===== src/rtl/bram_fifo_ctrl.sv =====
// Show-ahead FIFO controller for an external dual-port block RAM.
// The RAM's registered read port is the FIFO head: a read is issued whenever
// the head is empty or being consumed, and the RAM output holds while no read
// is issued, so OUT_DATA stays stable under backpressure. Enqueue and read
// decisions both use the registered RAM occupancy. As a result the write and
// read pointers can only be equal when no read or no write is possible, and
// the two ports never touch the same address in one cycle.
module bram_fifo_ctrl #(
    parameter int ADDR_WIDTH = 4,
    parameter int DATA_WIDTH = 32
) (
    input  logic                  CLK,
    input  logic                  RESET,
    input  logic                  FLUSH,
    input  logic [DATA_WIDTH-1:0] IN_DATA,
    input  logic                  IN_VALID,
    output logic                  IN_READY,
    output logic [DATA_WIDTH-1:0] OUT_DATA,
    output logic                  OUT_VALID,
    input  logic                  OUT_READY,
    output logic [ADDR_WIDTH:0]   COUNT,
    output logic [DATA_WIDTH-1:0] RAM_DI,
    output logic [ADDR_WIDTH-1:0] RAM_WR_ADDR,
    output logic                  RAM_WE,
    output logic [ADDR_WIDTH-1:0] RAM_RD_ADDR,
    output logic                  RAM_RE,
    input  logic [DATA_WIDTH-1:0] RAM_DO
);

    // Number of words the RAM can hold.
    localparam logic [ADDR_WIDTH:0] C_DEPTH = {1'b1, {ADDR_WIDTH{1'b0}}};

    logic [ADDR_WIDTH-1:0] r_wr_ptr;
    logic [ADDR_WIDTH-1:0] r_rd_ptr;
    logic [ADDR_WIDTH:0]   r_ram_cnt;   // words written to RAM but not yet read out
    logic                  r_head_v;    // RAM output register holds a valid head word

    logic w_in_ready;
    logic w_enq;
    logic w_rd;
    logic w_deq;

    // Space check looks only at registered occupancy; a dequeue in the same
    // cycle frees a slot that becomes visible one cycle later.
    assign w_in_ready = !RESET && (r_ram_cnt < C_DEPTH);
    assign w_enq      = IN_VALID && w_in_ready && !FLUSH;
    // Refill the head whenever it is empty or being consumed this cycle.
    assign w_rd       = (r_ram_cnt != '0) && (!r_head_v || OUT_READY) && !FLUSH;
    assign w_deq      = r_head_v && OUT_READY;

    assign IN_READY    = w_in_ready;
    assign OUT_VALID   = r_head_v;
    assign OUT_DATA    = RAM_DO;
    assign COUNT       = r_ram_cnt + {{ADDR_WIDTH{1'b0}}, r_head_v};

    assign RAM_WE      = w_enq;
    assign RAM_WR_ADDR = r_wr_ptr;
    assign RAM_DI      = IN_DATA;
    assign RAM_RE      = w_rd;
    assign RAM_RD_ADDR = r_rd_ptr;

    // Pointer advance on accepted writes and issued reads; flush rewinds both.
    always_ff @(posedge CLK or posedge RESET) begin
        if (RESET) begin
            r_wr_ptr <= '0;
            r_rd_ptr <= '0;
        end else if (FLUSH) begin
            r_wr_ptr <= '0;
            r_rd_ptr <= '0;
        end else begin
            if (w_enq) begin
                r_wr_ptr <= r_wr_ptr + ADDR_WIDTH'(1);
            end
            if (w_rd) begin
                r_rd_ptr <= r_rd_ptr + ADDR_WIDTH'(1);
            end
        end
    end

    // RAM occupancy: simultaneous write and read cancel out.
    always_ff @(posedge CLK or posedge RESET) begin
        if (RESET) begin
            r_ram_cnt <= '0;
        end else if (FLUSH) begin
            r_ram_cnt <= '0;
        end else begin
            case ({w_enq, w_rd})
                2'b10:   r_ram_cnt <= r_ram_cnt + (ADDR_WIDTH + 1)'(1);
                2'b01:   r_ram_cnt <= r_ram_cnt - (ADDR_WIDTH + 1)'(1);
                default: r_ram_cnt <= r_ram_cnt;
            endcase
        end
    end

    // Head valid: a read refills it next cycle, otherwise a dequeue empties it.
    always_ff @(posedge CLK or posedge RESET) begin
        if (RESET) begin
            r_head_v <= 1'b0;
        end else if (FLUSH) begin
            r_head_v <= 1'b0;
        end else if (w_rd) begin
            r_head_v <= 1'b1;
        end else if (w_deq) begin
            r_head_v <= 1'b0;
        end
    end

endmodule


===== config.mk =====
export PLATFORM = sky130hd
export DESIGN_NAME = bram_fifo_ctrl
export DESIGN_NICKNAME = d
export VERILOG_FILES = /design/src/rtl/bram_fifo_ctrl.sv
export SDC_FILE = /design/constraint.sdc
export NUM_CORES = 1
export LEC_CHECK = 0
export CAP_MARGIN = 5
export CORE_MARGIN = 4
export CORE_UTILIZATION = 29
export CTS_BUF_LIST = sky130_fd_sc_hd__clkbuf_8 sky130_fd_sc_hd__clkbuf_16
export DETAILED_ROUTE_END_ITERATION = 8
export GPL_ROUTABILITY_DRIVEN = 1
export PLACE_DENSITY = 0.81
export SLEW_MARGIN = 20
export SYNTH_ARGS = -nofsm -noshare
export SYNTH_HDL_FRONTEND = slang
export SYNTH_SLANG_ARGS = --single-unit

===== constraint.sdc =====
create_clock -name CLK -period 3.5 [get_ports CLK]
set_input_delay 0.875 -clock CLK [delete_from_list [all_inputs] [get_ports CLK]]
set_output_delay 0.875 -clock CLK [all_outputs]
set_load 0.01 [all_outputs]

==> impl_results.md <==
* Buffers on Ports at 21
* Detail Placement HPWL at 2030 µm
* Top_reg_cell synth: dfrtp_1
* Post-CTS Resized at 0
* Max Cap Viol at 0
* Power Density at 784 mW/mm²
* Setup bufs post-CTS at 0
* Hold Vio Cnt, Final at 0
* Clock Pin Slew Worst Setup and Hold Paths at 0.06 ns
* Number of setup violations in the final report at 0
* Synth top area cells: buf_4, dfrtp_1, ha_1
* Async SR Flop Fraction at 100%
* Clk root buf: clkbuf_8
* Fillers at 499
* CTS max path bufs at 2
* WL/cell at between 10 and 15 µm
* CP arrival at 2.51 ns
* Routed vias at 917
* CP dominant cell by count: clkdlybuf4s50_1
* Crit end category: output pin
* Hold crit path type: reg -> reg
* Fraction of final layout cells sized beyond drive strength 1 at 12.7%
* Crit-path cells: clkdlybuf4s50_1 > or3b_2 > nor2_1 > clkdlybuf4s50_1
* Status: complete, no violations
* Total Routed Length at 2670 µm
* CP max stage delay at 0.54 ns
* Post-synthesis register bit count at 14
* Critical path class: in -> out
* Post-DP Area at 0.00128 mm²
* Sequential fraction of the synthesis area at about a quarter
* Worst-Skew Late Latency at 0.25 ns
* Static Leak at 0.535 nW
* Syn Inst Count at 165
* Vias in the first global route at ~920
* Worst path buffer plus inverter count at 2
* CTS Buf Count at 3
* First-pass GRT wire length at 4420 µm
* Util after Layout at 27.9%
* Net Count, Synth at 242
* Area delta synth->final at -8.42%
* Gr usage total at 8.93%
* Post-synth EDFFs at 0
* Synth Warn # at 0
* Peak VDD IR at 0.000217 V
* Setup_tns at 0 ns
* # rows at 25
* Die area at slightly above 0.006 mm²
* Relative slew slack at 64.4%
* Largest net degree at the start of global routing at 15
* Final-report max-slew violation count at 0
* Avg Inst Size Synth at 8.83 µm²
* Cell Area, Synth at 0.00146 mm²
* Io pins at 150
* Post-route cell area at about 0.0013 mm²
* DRT Pass-1 Iters at 4
* Starting density of the core at 30.4%
* Die Span X at around 79 µm
* # DRC at 0
* Core area at 0.00479 mm²
* CTS tree: done
* Max frequency at 0.296 GHz
* Final period util at between 90% and 100%
* Setup Skew at 0.00344 ns
* Crit-path slowest cell: clkdlybuf4s50_1
* Routed Antenna Nets at 0
* Unrepaired setup endpoints after global routing: false
* Slew @ Worst Pin at ~0.53 ns
* Final nets at 204
* Antenna violations before repair at 0
* GP Congestion at approximately 0.80
* Minimum clock period at roughly 3.4 ns
* Total gr overflow at 0
* Initial DRC count at 74
* # diodes at 0
* Die Y at 78.9 µm
* Yosys top cell area share at 33.0%
* Required @ worst endpoint at between 2 and 3 ns
* Htree depth at 1
* CP max FO at 5
* Post-CTS Hold Fix Bufs at 0
* Number of distinct library cells after synthesis at 38
* Dominant cell type by area after synthesis: buf_4
* Vias/cell at about 4.8
* CP top delay family: buffers and inverters
* Critical Path Start Type: input pin
* Num Clock Sinks at 14
==> sequential cells by signal, summed over array words and instances (netlist names) <==
name,count
RAM_WR_ADDR,4
RAM_RD_ADDR,4
r_ram_cnt,5
OUT_VALID,1
==> tightest hold or removal path, cell delays in order, from the launching register on <==
cell	delay (ns)
dfrtp_1	0.36
xor2_1	0.07
nor2_1	0.08
==> cells in the mapped netlist (all sizes together) (2+ instances only) <==
cell / count
a31oi: 2
nor2: 13
o21ai: 3
ha: 7
buf: 67
nand2: 3
nor4b: 2
nor3: 4
dfrtp: 14
nand2b: 2
clkbuf: 2
a21oi: 5
xor2: 5
o211ai: 2
a211oi: 3
nor4: 2
xnor2: 5
nand3: 6
inv: 4
or4: 2
==> metal layers <==
metal  up-vias  track usage [%]  share of wire [%]
li1        414                -                  -
met4         0             7.04                5.4
met5         -                0                  0
met3        23             3.85                 12
met2        52             12.7                 42
met1       428             10.4                 40
==> kinds of logic after synthesis <==
family | count (synthesis) | synth area share (%)
AO/OA/AOI/OAI | 21 | 11.8
flip-flops | 14 | 24.1
adder cells (fa/ha/maj) | 8 | 7.39
buffers and inverters | 73 | 36.0
AND/OR/NAND/NOR | 38 | 14.1
XOR/XNOR | 10 | 6.01
multiplexers | 1 | 0.687
==> placed cells by master (no fill, tap or decap), types with 3 or more instances in the layout <==
master and instances:
ha_1 7, xor2_1 5, a21oi_1 5, clkdlybuf4s50_1 21
clkbuf_8 4, nor3_1 4, nand3_1 6, nor2_1 13
nand2_1 3, dfrtp_1 14, a211oi_1 3, buf_4 5
xnor2_1 5, inv_1 4
==> final timing paths <==
check,slack (ns),cells after the start,start,endpoint
hold reg to reg,0.54,2,RAM_WR_ADDR[3]$_DFFE_PP0P_,RAM_WR_ADDR[3]$_DFFE_PP0P_
hold / removal,0.54,2,RAM_WR_ADDR[3]$_DFFE_PP0P_,RAM_WR_ADDR[3]$_DFFE_PP0P_
min in group asynchronous,1.16,3,RESET,r_ram_cnt[2]$_DFFE_PP0P_
setup / recovery,0.12,4,IN_VALID,RAM_WE
setup reg to reg,0.84,8,r_ram_cnt[2]$_DFFE_PP0P_,r_ram_cnt[4]$_DFFE_PP0P_
max in group asynchronous,1.99,3,RESET,RAM_WR_ADDR[3]$_DFFE_PP0P_
==> cell type report <==
cell class	count	area [µm²]	share of cell area [%]
Inverter	4	15.0	1.13
Clock buffer	4	55.1	4.13
Sequential cell	14	350	26.3
Tap cell	67	83.8	6.29
Timing Repair Buffer	26	248	18.6
Multi-Input combinational cell	78	582	43.6
==> report_power, final <==
group          total, mW  internal, mW  switching (mW)  leakage, nW
Clock              0.160        0.0997          0.0604       0.0288
Sequential         0.287         0.202          0.0855        0.188
Combinational      0.599         0.302           0.297        0.318
==> stage by stage <==
| stage | hold slack, ns | cells | worst slack (ns) | total power, mW |
|---|---|---|---|---|
| 2_1_floorplan | 0.567 | 165 | 0.807 | 0.761 |
| 3_3_place_gp | 0.527 | 189 | 0.133 | 0.856 |
| 3_5_place_dp | 0.538 | 189 | 0.120 | 0.888 |
| 4_1_cts | 0.553 | 193 | 0.114 | 1.05 |
| 5_1_grt | 0.595 | 193 | 0.0449 | 1.12 |
| 6_report | 0.545 | 193 | 0.119 | 1.05 |
No activity file was read; power rests on OpenSTA's default activity.
